## config.mk

```make
export PLATFORM = sky130hd
export DESIGN_NAME = al_accel_lpuctrl_flat
export DESIGN_NICKNAME = d
export VERILOG_FILES = /design/src/rtl/al_accel_lpuctrl_if.sv /design/src/rtl/al_accel_lpuctrl.sv /design/src/flat_wrapper.sv
export SDC_FILE = /design/constraint.sdc
export NUM_CORES = 1
export LEC_CHECK = 0
export BUFFER_PORTS_ARGS = -buffer_cell sky130_fd_sc_hd__buf_2
export CORE_MARGIN = 2
export CORE_UTILIZATION = 46
export DETAILED_ROUTE_END_ITERATION = 10
export PLACE_DENSITY = 0.78
export SLEW_MARGIN = 25
export SYNTH_ARGS = -nofsm -noshare
export SYNTH_HDL_FRONTEND = slang
export SYNTH_SLANG_ARGS = --single-unit
export TNS_END_PERCENT = 30
```

## constraint.sdc

```tcl
create_clock -name clk -period 5.2 [get_ports clk]
set_input_delay 0.78 -clock clk [delete_from_list [all_inputs] [get_ports clk]]
set_output_delay 0.78 -clock clk [all_outputs]
set_load 0.01 [all_outputs]
```

## src/rtl/al_accel_lpuctrl_if.sv

```systemverilog
// Pixel-in and window-out valid/ready streams of the line pixel sequencer.
// slave: sequencer side; master: feeder/consumer side.
interface al_accel_lpuctrl_if #(
   parameter int DW = 8
);
   logic          in_valid;
   logic          in_ready;
   logic [DW-1:0] in_data;
   logic          win_valid;
   logic          win_ready;
   logic          win_last;

   modport slave (
      input  in_valid, in_data, win_ready,
      output in_ready, win_valid, win_last
   );

   modport master (
      output in_valid, in_data, win_ready,
      input  in_ready, win_valid, win_last
   );
endinterface

```

## src/rtl/al_accel_lpuctrl.sv

```systemverilog
// Sequencer for the 3-tap line pixel register: builds per-row sliding
// windows from a raster stream and hands them to the MAC stage.
// Ports: clk/resetn, start/abort/cfg_*, pif (pixel in + window out),
// lpureg_* register pins, busy/done/cfg_err status.
// Option ACCEL_LPUCTRL_STALL_CNT_EN adds a 16-bit stall_cnt output.
module al_accel_lpuctrl #(
   parameter int DW    = 8,
   parameter int CNT_W = 10
) (
   input  logic                 clk,
   input  logic                 resetn,
   input  logic                 start,
   input  logic                 abort,
   input  logic [CNT_W-1:0]     cfg_row_len,
   input  logic [CNT_W-1:0]     cfg_num_rows,
   al_accel_lpuctrl_if.slave    pif,
   output logic [DW-1:0]        lpureg_di_0,
   output logic [DW-1:0]        lpureg_di_1,
   output logic [DW-1:0]        lpureg_di_2,
   output logic                 lpureg_ld_wrn,
   output logic                 lpureg_enb,
   output logic                 busy,
   output logic                 done,
`ifdef ACCEL_LPUCTRL_STALL_CNT_EN
   output logic [15:0]          stall_cnt,
`endif
   output logic                 cfg_err
);

   localparam logic [1:0] S_IDLE  = 2'd0;
   localparam logic [1:0] S_FILL  = 2'd1;
   localparam logic [1:0] S_RUN   = 2'd2;
   localparam logic [1:0] S_DRAIN = 2'd3;

   localparam logic [CNT_W-1:0] ONE = CNT_W'(1);

   logic [1:0]       state;
   logic [CNT_W-1:0] col;
   logic [CNT_W-1:0] row;
   logic [CNT_W-1:0] row_len_q;
   logic [CNT_W-1:0] num_rows_q;
   logic [DW-1:0]    s0;
   logic [DW-1:0]    s1;
   logic             win_valid_q;
   logic             win_last_q;
   logic             rdy;
   logic             accept;
   logic             load;
   logic             consume;
   logic             row_end;
   logic             last_row;
   logic             cfg_ok;
   logic             start_ok;

   always_comb begin
      rdy = 1'b0;
      unique case (state)
         S_FILL:  rdy = 1'b1;
         S_RUN:   rdy = !win_valid_q || pif.win_ready;
         default: rdy = 1'b0;
      endcase
   end

   assign accept   = pif.in_valid && rdy;
   assign load     = accept && (state == S_RUN);
   assign consume  = win_valid_q && pif.win_ready;
   assign row_end  = (col == row_len_q - ONE);
   assign last_row = (row == num_rows_q - ONE);
   assign cfg_ok   = (cfg_row_len >= CNT_W'(3)) &&
                     (cfg_num_rows >= ONE);
   assign start_ok = (state == S_IDLE) && start &&
                     cfg_ok && !abort;

   assign pif.in_ready  = rdy;
   assign pif.win_valid = win_valid_q;
   assign pif.win_last  = win_last_q;
   assign busy          = (state != S_IDLE);

   // Taps are driven only during a load so idle pins stay quiet.
   assign lpureg_enb    = load;
   assign lpureg_ld_wrn = load;
   assign lpureg_di_0   = load ? s1 : '0;
   assign lpureg_di_1   = load ? s0 : '0;
   assign lpureg_di_2   = load ? pif.in_data : '0;

   always_ff @(posedge clk or negedge resetn) begin
      if (!resetn) begin
         state       <= S_IDLE;
         col         <= '0;
         row         <= '0;
         row_len_q   <= '0;
         num_rows_q  <= '0;
         s0          <= '0;
         s1          <= '0;
         win_valid_q <= 1'b0;
         win_last_q  <= 1'b0;
         done        <= 1'b0;
         cfg_err     <= 1'b0;
      end else begin
         done    <= 1'b0;
         cfg_err <= 1'b0;
         if (abort) begin
            state       <= S_IDLE;
            col         <= '0;
            row         <= '0;
            s0          <= '0;
            s1          <= '0;
            win_valid_q <= 1'b0;
            win_last_q  <= 1'b0;
         end else begin
            // A load always replaces a consumed (or empty) slot.
            if (load) begin
               win_valid_q <= 1'b1;
               win_last_q  <= row_end && last_row;
            end else if (consume) begin
               win_valid_q <= 1'b0;
               win_last_q  <= 1'b0;
            end
            unique case (state)
               S_IDLE: begin
                  if (start && cfg_ok) begin
                     row_len_q  <= cfg_row_len;
                     num_rows_q <= cfg_num_rows;
                     col        <= '0;
                     row        <= '0;
                     state      <= S_FILL;
                  end else if (start) begin
                     cfg_err <= 1'b1;
                  end
               end
               S_FILL: begin
                  if (accept) begin
                     s1  <= s0;
                     s0  <= pif.in_data;
                     col <= col + ONE;
                     if (col == ONE) state <= S_RUN;
                  end
               end
               S_RUN: begin
                  if (accept && row_end) begin
                     col   <= '0;
                     s0    <= '0;
                     s1    <= '0;
                     row   <= row + ONE;
                     state <= last_row ? S_DRAIN : S_FILL;
                  end else if (accept) begin
                     s1  <= s0;
                     s0  <= pif.in_data;
                     col <= col + ONE;
                  end
               end
               S_DRAIN: begin
                  if (consume) begin
                     done  <= 1'b1;
                     state <= S_IDLE;
                  end
               end
               default: state <= S_IDLE;
            endcase
         end
      end
   end

`ifdef ACCEL_LPUCTRL_STALL_CNT_EN
   always_ff @(posedge clk or negedge resetn) begin
      if (!resetn) begin
         stall_cnt <= '0;
      end else if (start_ok) begin
         stall_cnt <= '0;
      end else if (win_valid_q && !pif.win_ready &&
                   stall_cnt != 16'hFFFF) begin
         stall_cnt <= stall_cnt + 16'd1;
      end
   end
`else
   logic unused_start_ok;
   assign unused_start_ok = start_ok;
`endif

endmodule

```

## src/flat_wrapper.sv

```systemverilog
// flat-port wrapper written by rule: the top's interface ports become plain ports
module al_accel_lpuctrl_flat 
#(
   parameter int DW    = 8,
   parameter int CNT_W = 10
)
  (clk, resetn, start, abort, cfg_row_len, cfg_num_rows, lpureg_di_0, lpureg_di_1, lpureg_di_2, lpureg_ld_wrn, lpureg_enb, busy, done, cfg_err, pif_in_valid, pif_in_data, pif_win_ready, pif_in_ready, pif_win_valid, pif_win_last);
  al_accel_lpuctrl_if #(.DW(DW)) pif_i ();
  input  logic clk;
  input  logic resetn;
  input  logic start;
  input  logic abort;
  input  logic [CNT_W-1:0] cfg_row_len;
  input  logic [CNT_W-1:0] cfg_num_rows;
  output logic [DW-1:0] lpureg_di_0;
  output logic [DW-1:0] lpureg_di_1;
  output logic [DW-1:0] lpureg_di_2;
  output logic lpureg_ld_wrn;
  output logic lpureg_enb;
  output logic busy;
  output logic done;
  output logic cfg_err;
  input wire logic [$bits(pif_i.in_valid)-1:0] pif_in_valid;
  input wire logic [$bits(pif_i.in_data)-1:0] pif_in_data;
  input wire logic [$bits(pif_i.win_ready)-1:0] pif_win_ready;
  output wire logic [$bits(pif_i.in_ready)-1:0] pif_in_ready;
  output wire logic [$bits(pif_i.win_valid)-1:0] pif_win_valid;
  output wire logic [$bits(pif_i.win_last)-1:0] pif_win_last;
  assign pif_i.in_valid = pif_in_valid;
  assign pif_i.in_data = pif_in_data;
  assign pif_i.win_ready = pif_win_ready;
  assign pif_in_ready = pif_i.in_ready;
  assign pif_win_valid = pif_i.win_valid;
  assign pif_win_last = pif_i.win_last;
  al_accel_lpuctrl #(.DW(DW), .CNT_W(CNT_W)) u_core (.clk(clk), .resetn(resetn), .start(start), .abort(abort), .cfg_row_len(cfg_row_len), .cfg_num_rows(cfg_num_rows), .pif(pif_i), .lpureg_di_0(lpureg_di_0), .lpureg_di_1(lpureg_di_1), .lpureg_di_2(lpureg_di_2), .lpureg_ld_wrn(lpureg_ld_wrn), .lpureg_enb(lpureg_enb), .busy(busy), .done(done), .cfg_err(cfg_err));
endmodule
```

==> summary.md, run 1 <==
| Metric | Value |
|---|---|
| FFs w/ async S/R, synth | 100% |
| Post-CTS sizing | 0 |
| Gate Count Post-Synth | 399 |
| Worst slack, placed | 1.77 ns |
| Share of layout cells above drive strength 1 | 25.1% |
| Critical path type | reg -> out |
| Most frequent cell after synthesis | dfrtp_1 |
| Clk slew on worst S/H paths | 0.07 ns |
| Vias in the first global route | 3,177 |
| Final Skew | 0.00972 ns |
| Die H | 95.4 µm |
| Cts bufs inserted | 9 |
| Unrepaired setup endpoints after global routing | false |
| MaxCap Viol Count | 0 |
| EDFF count, synth | 0 |
| Port bufs | 65 |
| Core area | 8180 µm² |
| Leading area contributor after synthesis | dfrtp_1 |
| Synth Cell Area | 3850 µm² |
| Via Count | 3,278 |
| Cell Rows | 33 |
| Total track usage | 21.0% |
| CTS sink cnt | 62 |
| Slew margin rel. | 33.8% |
| Most frequent cells after synthesis | dfrtp_1, and3_1, nand2_1 |
| Fin. Hold Viols | 0 |
| Syn Nets | 443 |
| Critical Path RT | 4.42 ns |
| Fin worst setup slack | 1.34 ns |
| Worst setup SP type | flop |
| Status | completed |
| DRC | 0 |
| Final Cycle Share | 74.2% |
| # diodes | 0 |
| Clk_lat worst skew | 0.35 ns |
| Cts hold-fix bufs | 0 |
| Max-slew violations | 0 |
| WL final | 8960 µm |
| Largest net degree at the start of global routing | 63 |
| Post-route ant nets | 0 |
| Sum of negative setup slack | 0 ns |
| Initial Utilization | 47.0% |
| # Post-CTS Setup Buffers | 0 |
| Total power | 0.00183 W |
| GP Congestion | 0.840 |
| Final setup fails | 0 |
| Area grow syn2layout | 15.0% |
| Seq cells post-synth | 62 |
| Main flop type after synthesis | dfrtp_1 |
| Highest Clock Rate | 0.259 GHz |
| Clk root buf | clkbuf_8 |
| Antenna violations before repair | 0 |
| Tmin final | 3.86 ns |
| Ports | 66 |
| Final net count | 494 |
| Lkg Pwr | 2.10 nW |
| Congestion Overflow GR | 0 |
| PD cells | 414 nW/µm² |
| Top cell type's share of synthesized area | 40.3% |
| Die W | 95.4 µm |
| Die area | 9110 µm² |
| CTS tree | built |
| Yosys warns | 0 |
| Worst setup EP type | output pin |
| Wirelength per Cell | 16.0 µm |
| Sequential fraction of the synthesis area | 40.3% |
| CP arrival | 3.08 ns |
| Hold crit path type | reg -> reg |
| 1st-pass router iterations | 6 |
| DP HPWL | 6370 µm |
| Iter 0 DRT Violations | 128 |
| H-tree levels | 3 |
| Count of cell types in the netlist | 54 |
| Tightest Pin Transition | 0.989 ns |
| CTS max path bufs | 2 |
| Synthesized area per cell | 9.64 µm² |
| Global-route wire length before repair | 15,000 µm |
| Top post-synthesis cells by area | dfrtp_1, mux2_2, a22o_1 |
| Worst IR drop on VDD | 0.169 mV |
| Vias per cell | 5.85 |
| Max Fanout on Critical Path | 31 |
## cell usage in the layout, fill, tap and decap left out, types with 7 or more instances in the layout
cell type,Yosys,routed
a22o_1,24,24
and3_1,30,30
buf_2,1,65
clkbuf_8,0,9
dfrtp_1,62,62
ha_1,10,10
inv_1,12,12
mux2_2,21,21
nand2_1,29,29
nand3_1,14,14
nor2_1,19,19
nor2b_1,9,9
nor3_1,12,12
nor4_1,9,9
o211ai_1,7,7
o21ai_0,7,7
o2bb2ai_1,7,7
xnor2_1,14,14
xor2_1,11,11
## critical path, stage by stage (launching register included)
cell and delay, ns:
dfrtp_1 0.41, inv_1 0.15, ha_1 0.74, nand2_1 0.10, o21ai_1 0.25, and2_1 0.69, and3_1 0.26, buf_2 0.13
## through the flow
stage	hold slack [ns]	utilization, %	instance area, µm²	cells
finish	0.503	54.1	4420	560
floorplan	0.458	-	3850	399
global route	0.515	54.1	4420	560
global placement	0.478	51.3	4200	543
detailed placement	0.480	51.3	4200	543
CTS	0.505	53.8	4400	559
## flip-flops by register name, summed over array words and instances, names as in the netlist
register / cells
u_core.row_len_q: 10
u_core.cfg_err: 1
u_core.done: 1
u_core.col: 10
u_core.row: 10
u_core.pif.win_valid: 1
u_core.state: 2
u_core.s1: 8
u_core.s0: 8
u_core.num_rows_q: 10
u_core.pif.win_last: 1
## power by group
part / switching [W] / total, W / internal (W)
Sequential: 0.000134 / 0.000708 / 0.000574
Clock: 0.000211 / 0.000438 / 0.000227
Combinational: 0.000390 / 0.000685 / 0.000296
## final timing paths
kind	from	endpoint	slack, ns	cells past startpoint
min in group asynchronous	resetn	u_core.col[6]$_DFFE_PN0P_	0.59	2
setup reg to reg	u_core.state[0]$_DFFE_PN0P_	u_core.row[0]$_DFFE_PN0P_	1.72	9
hold / removal	u_core.s1[7]$_DFFE_PN0P_	u_core.s1[7]$_DFFE_PN0P_	0.50	1
setup / recovery	u_core.state[0]$_DFFE_PN0P_	lpureg_di_0[0]	1.34	7
hold reg to reg	u_core.s1[7]$_DFFE_PN0P_	u_core.s1[7]$_DFFE_PN0P_	0.50	1
max in group asynchronous	resetn	u_core.col[5]$_DFFE_PN0P_	4.12	2
## cells by family (layout without fill, tap and decap cells)
kind of cell	count (synthesis)	after routing	synth area share, %
simple gates	153	153	22.0
flops	62	62	40.3
xor+xnor	25	25	5.69
mux	24	24	6.93
compound gates	86	86	17.7
buf+inv	39	95	4.13
fa+ha+maj	10	10	3.25
## layer usage
| layer | part of all wire [%] | global-route usage [%] |
|---|---|---|
| met2 | 49 | 35.0 |
| met4 | 1.5 | 5.83 |
| met5 | 0 | 0 |
| met1 | 45 | 27.6 |
| met3 | 4.3 | 4.58 |
## layout make-up
| class | count | area (µm²) |
|---|---|---|
| Fill cell | 737 | 3750 |
| Inverter | 12 | 45.0 |
| Multi-Input combinational cell | 298 | 2140 |
| Tap cell | 105 | 131 |
| Clock buffer | 9 | 124 |
| Timing Repair Buffer | 67 | 348 |
| Clock inverter | 7 | 80.1 |
| Sequential cell | 62 | 1550 |
Note: power is estimated with default switching activity, not from simulation.
==> run 2, diff against run 1 <==
- clock period: 5.2 -> 3.8 ns (I/O delays scaled with it)
==> run 2 against run 1 <==
Net effect: clock skew rose by 0.0013 ns; first-iteration DRC count rose by 23%; clock-buffer cell count rose by 1; final cell count rose by 0.71%; wire length rose by 0.89%; register-to-register slack got worse by 0.84 ns; largest cell class unchanged; clock power rose by 70%.
==> summary.md, run 2 (synthesis gave the netlist of run 1 again) <==
| Metric | Value |
|---|---|
| Worst setup EP type | output pin |
| Post-CTS sizing | 0 |
| Vias per cell | 5.90 |
| Worst reg2reg endpoint | u_core.row[0]$_DFFE_PN0P_ |
| Post-route ant nets | 0 |
| Congestion Overflow GR | 0 |
| Tightest Pin Transition | 0.856 ns |
| Critical Path RT | 3.23 ns |
| CTS sink cnt | 62 |
| DP HPWL | 6590 µm |
| MaxCap Viol Count | 0 |
| Share of layout cells above drive strength 1 | 25.5% |
| Cell Rows | 33 |
| DRC | 0 |
| Unrepaired setup endpoints after global routing | false |
| Worst setup path startpoint | u_core.state[1]$_DFFE_PN0P_ |
| Initial Utilization | 47.0% |
| Commonest non-fill, non-tap cell in the layout | buf_2 |
| Clk_lat worst skew | 0.35 ns |
| Sum of negative setup slack | 0 ns |
| Tmin final | 3.07 ns |
| Via Count | 3,326 |
| Fill cells | 728 |
| Slew margin rel. | 42.1% |
| Highest Clock Rate | 0.326 GHz |
| H-tree levels | 3 |
| Final Util | 55.0% |
| PD cells | 592 nW/µm² |
| Largest net degree at the start of global routing | 46 |
| Hold crit path type | in -> async |
| Ports | 66 |
| Clk slew on worst S/H paths | 0.07 ns |
| CP arrival | 2.50 ns |
| Die area | 9110 µm² |
| Status | completed |
| Port bufs | 65 |
| CTS max path bufs | 2 |
| Die H | 95.4 µm |
| Final Skew | 0.0110 ns |
| # diodes | 0 |
| Reg area | 1550 µm² |
| Iter 0 DRT Violations | 158 |
| Cts bufs inserted | 9 |
| WL final | 9040 µm |
| Critical path type | reg -> out |
| Max-slew violations | 0 |
| CTS tree | built |
| Max Fanout on Critical Path | 26 |
| Vias in the first global route | 3,071 |
| Most frequent cells in the layout | buf_2, dfrtp_1, and3_1, nand2_1, a22o_1 |
| Final Cycle Share | 80.8% |
| Fin. Hold Viols | 0 |
| Wirelength per Cell | 16.0 µm |
| Total track usage | 21.2% |
| R2R Setup Slk | 0.88 ns |
| Area grow syn2layout | 16.9% |
| Total power | 0.00266 W |
| Area occupied by multi-input gates | 2140 µm² |
| Register-to-Register Path Depth | 9 |
| Antenna violations before repair | 0 |
| Die W | 95.4 µm |
| Final setup fails | 0 |
| Core area | 8180 µm² |
| Final net count | 498 |
| Lkg Pwr | 2.15 nW |
| 1st-pass router iterations | 5 |
| GP Congestion | 0.928 |
| Cts hold-fix bufs | 0 |
| CP endpoint | lpureg_di_0[2] |
| Worst setup SP type | flop |
| Global-route wire length before repair | 14,900 µm |
| Clk root buf | clkbuf_8 |
| Worst IR drop on VDD | 0.200 mV |
| # Post-CTS Setup Buffers | 0 |
| RR Startpoint | u_core.state[1]$_DFFE_PN0P_ |
## run 2: area by class of cell
class | instances | share of cell area [%]
clock buffers | 10 | 3.06
clock inverters | 6 | 2.59
inverters | 12 | 1.00
multi-input cells | 298 | 47.5
flip-flops and latches | 62 | 34.5
well taps | 105 | 2.92
repair buffers | 71 | 8.38
## run 2: worst min-delay path by stage
| stage | start | endpoint | depth (start not counted) |
|---|---|---|---|
| 2_1_floorplan | resetn | u_core.cfg_err$_DFF_PN0_ | 0 |
| 3_3_place_gp | u_core.s1[2]$_DFFE_PN0P_ | u_core.s1[2]$_DFFE_PN0P_ | 1 |
| 3_5_place_dp | u_core.s1[2]$_DFFE_PN0P_ | u_core.s1[2]$_DFFE_PN0P_ | 1 |
| 4_1_cts | resetn | u_core.row_len_q[3]$_DFFE_PN0P_ | 1 |
| 5_1_grt | resetn | u_core.col[4]$_DFFE_PN0P_ | 1 |
| 6_report | resetn | u_core.col[4]$_DFFE_PN0P_ | 1 |
## run 2: critical path: stages (launching register included)
cell and delay (ns):
dfrtp_1 0.42, inv_1 0.15, ha_1 0.49, nand2_1 0.09
o21ai_1 0.14, and2_1 0.26, buf_4 0.27, and3_1 0.20
buf_2 0.13
## run 2: layer usage
metal	up-vias	routed length (µm)	global-route usage [%]
met2	103	4370	33.5
li1	1597	-	-
met4	0	173	10.2
met5	-	0	0
met1	1612	4080	28.0
met3	14	424	3.95
## run 2: report_power, final
group	leakage (nW)	total [W]	internal, W	switching (W)
clock	0.127	0.000745	0.000459	0.000285
sequential	0.821	0.000971	0.000785	0.000185
combinational	1.20	0.000947	0.000417	0.000530
## run 2: stage by stage
stage,cells,worst slack (ns),area (µm²),hold slack [ns]
3_3_place_gp,547,0.972,4230,0.479
5_1_grt,564,0.530,4490,0.258
3_5_place_dp,547,0.926,4230,0.479
6_report,564,0.730,4490,0.216
4_1_cts,563,0.762,4480,0.421
2_1_floorplan,399,1.29,3850,0.274
==> run 3, diff against run 2 <==
- PLACE_DENSITY: 0.78 -> 0.81
- clock period: 3.8 -> 2.5 ns (I/O delays scaled with it)
==> run 3 against run 2 <==
Net effect: the run now ends with negative setup slack left; clock-buffer cell count did not move; sequential power up 45%; final cell count grew 8.0%; register-to-register slack lost 0.95 ns; critical path type is now reg -> reg; highest routed layer unchanged.
==> summary.md, run 3 (synthesis gave the netlist of run 1 again) <==
| Metric | Value |
|---|---|
| Wirelength per Cell | 17.7 µm |
| DP HPWL | 7080 µm |
| Fin worst setup slack | -0.0672 ns |
| Layer with the highest usage | met2 |
| DRC | 0 |
| Area grow syn2layout | 30.6% |
| Grt met3 use | 4.51% |
| Total track usage | 24.8% |
| Port bufs | 65 |
| Worst slack, placed | -0.0728 ns |
| Critical path type | reg -> reg |
| Lkg Pwr | 2.38 nW |
| Ports | 66 |
| Final Util | 61.4% |
| Violations in the final reports | negative setup slack |
| Clk root buf | clkbuf_8 |
| Slew margin rel. | 58.1% |
| Post-Layout Cell Count | 609 |
| Iter 0 DRT Violations | 197 |
| Met1 global-route usage | 30.6% |
| CP arrival | 2.82 ns |
| Final net count | 543 |
| Final Cycle Share | 103% |
| Worst setup EP type | flop |
| Final Skew | 0.00751 ns |
| Clk slew on worst S/H paths | 0.08 ns |
| Die area | 9110 µm² |
| Global-route wire length before repair | 17,400 µm |
| Max Fanout on Critical Path | 6 |
| Cell Rows | 33 |
| Fin. Hold Viols | 0 |
| Cts hold-fix bufs | 0 |
| Routing usage on met2 | 43.1% |
| Vias per cell | 5.97 |
| Hold crit path type | in -> async |
| H-tree levels | 3 |
| Core area | 8180 µm² |
| PD cells | 916 nW/µm² |
| Cells after DPL | 575 |
| Most frequent cells in the layout | buf_2, dfrtp_1, buf_4, nand2_1, and3_1 |
| Clk_lat worst skew | 0.35 ns |
| Worst IR drop on VDD | 0.392 mV |
| Final setup fails | 12 |
| Congestion Overflow GR | 0 |
| Critical Path RT | 2.76 ns |
| Die H | 95.4 µm |
| Worst setup SP type | flop |
| Status | complete, but fails checks |
| Cts bufs inserted | 9 |
| GP Congestion | 0.930 |
| Vias in the first global route | 3,656 |
| Post-route ant nets | 0 |
| CTS tree | built |
| Tmin final | 2.57 ns |
| CTS sink cnt | 62 |
| Fin area | 5020 µm² |
| Via Count | 3,637 |
| Max-slew violations | 0 |
| Largest net degree at the start of global routing | 36 |
| Die W | 95.4 µm |
| Tightest Pin Transition | 0.629 ns |
| Highest Clock Rate | 0.390 GHz |
| WL final | 10,800 µm |
| Share of layout cells above drive strength 1 | 37.7% |
| Hold Slack | 0.0377 ns |
| Initial Utilization | 47.0% |
| # diodes | 0 |
| Unrepaired setup endpoints after global routing | true |
| Commonest non-fill, non-tap cell in the layout | buf_2 |
| CTS max path bufs | 2 |
| 1st-pass router iterations | 5 |
| MaxCap Viol Count | 0 |
| Placed Area | 4460 µm² |
| Antenna violations before repair | 0 |
==> run 3: changes by cell type in the layout (fill, tap and decap cells not counted), sizes merged <==
cell,previous run,this run
buf,71,115
bufinv,3,1
clkinvlp,0,3
inv,14,13
o211a,1,2
==> run 3: per-layer routing <==
metal | vias up | part of all wire, %
met5 | - | 0
met4 | 0 | 2.0
met3 | 19 | 6.0
met2 | 149 | 51
met1 | 1780 | 41
li1 | 1689 | -
==> run 3: path summary, 6_finish.rpt <==
kind	cells after the start	to	startpoint	slack (ns)
worst max-delay path	9	u_core.col[1]$_DFFE_PN0P_	u_core.row_len_q[2]$_DFFE_PN0P_	-0.07
worst min-delay path	1	u_core.s0[0]$_DFFE_PN0P_	resetn	0.04
worst max register to register	9	u_core.col[1]$_DFFE_PN0P_	u_core.row_len_q[2]$_DFFE_PN0P_	-0.07
worst min register to register	1	u_core.s1[2]$_DFFE_PN0P_	u_core.s1[2]$_DFFE_PN0P_	0.50
max in group asynchronous	2	u_core.num_rows_q[4]$_DFFE_PN0P_	resetn	1.84
min in group clk	2	u_core.s0[6]$_DFFE_PN0P_	pif_in_data[6]	0.27
==> run 3: worst max-delay path, cell delays in order, from the launching register on <==
cell and delay (ns):
dfrtp_1 0.39, or4_4 0.55, buf_4 0.16, nor4_4 0.18
mux2i_2 0.34, nand2_2 0.13, a31oi_4 0.25, o21ai_1 0.10
buf_4 0.17, o311ai_1 0.21
==> run 3: cell type report <==
class                   count  area, µm²
clock buffers              10        138
clock inverters             6       70.1
fillers                   653       3150
inverters                  12       45.0
multi-input cells         299       2320
flip-flops and latches     62       1550
well taps                 105        131
repair buffers            115        771
==> run 3: through the flow <==
step	power, W	setup TNS, ns
6_report	0.00460	-0.207
5_1_grt	0.00485	-2.07
4_1_cts	0.00441	-0.445
3_5_place_dp	0.00320	-0.745
3_3_place_gp	0.00311	-0.0187
2_1_floorplan	0.00254	0
==> run 3: repair_timing <==
action | 4_1_cts | 5_1_grt
pin swaps | 19 | 21
gates cloned | 3 | 0
setup endpoints to repair | 59 | 54
buffers inserted | 11 | 4
resized for setup | 24 | 17
==> run 3: power by group <==
part           internal (W)  switching [W]
registers           0.00119       0.000218
logic               0.00106        0.00119
clock network      0.000492       0.000437
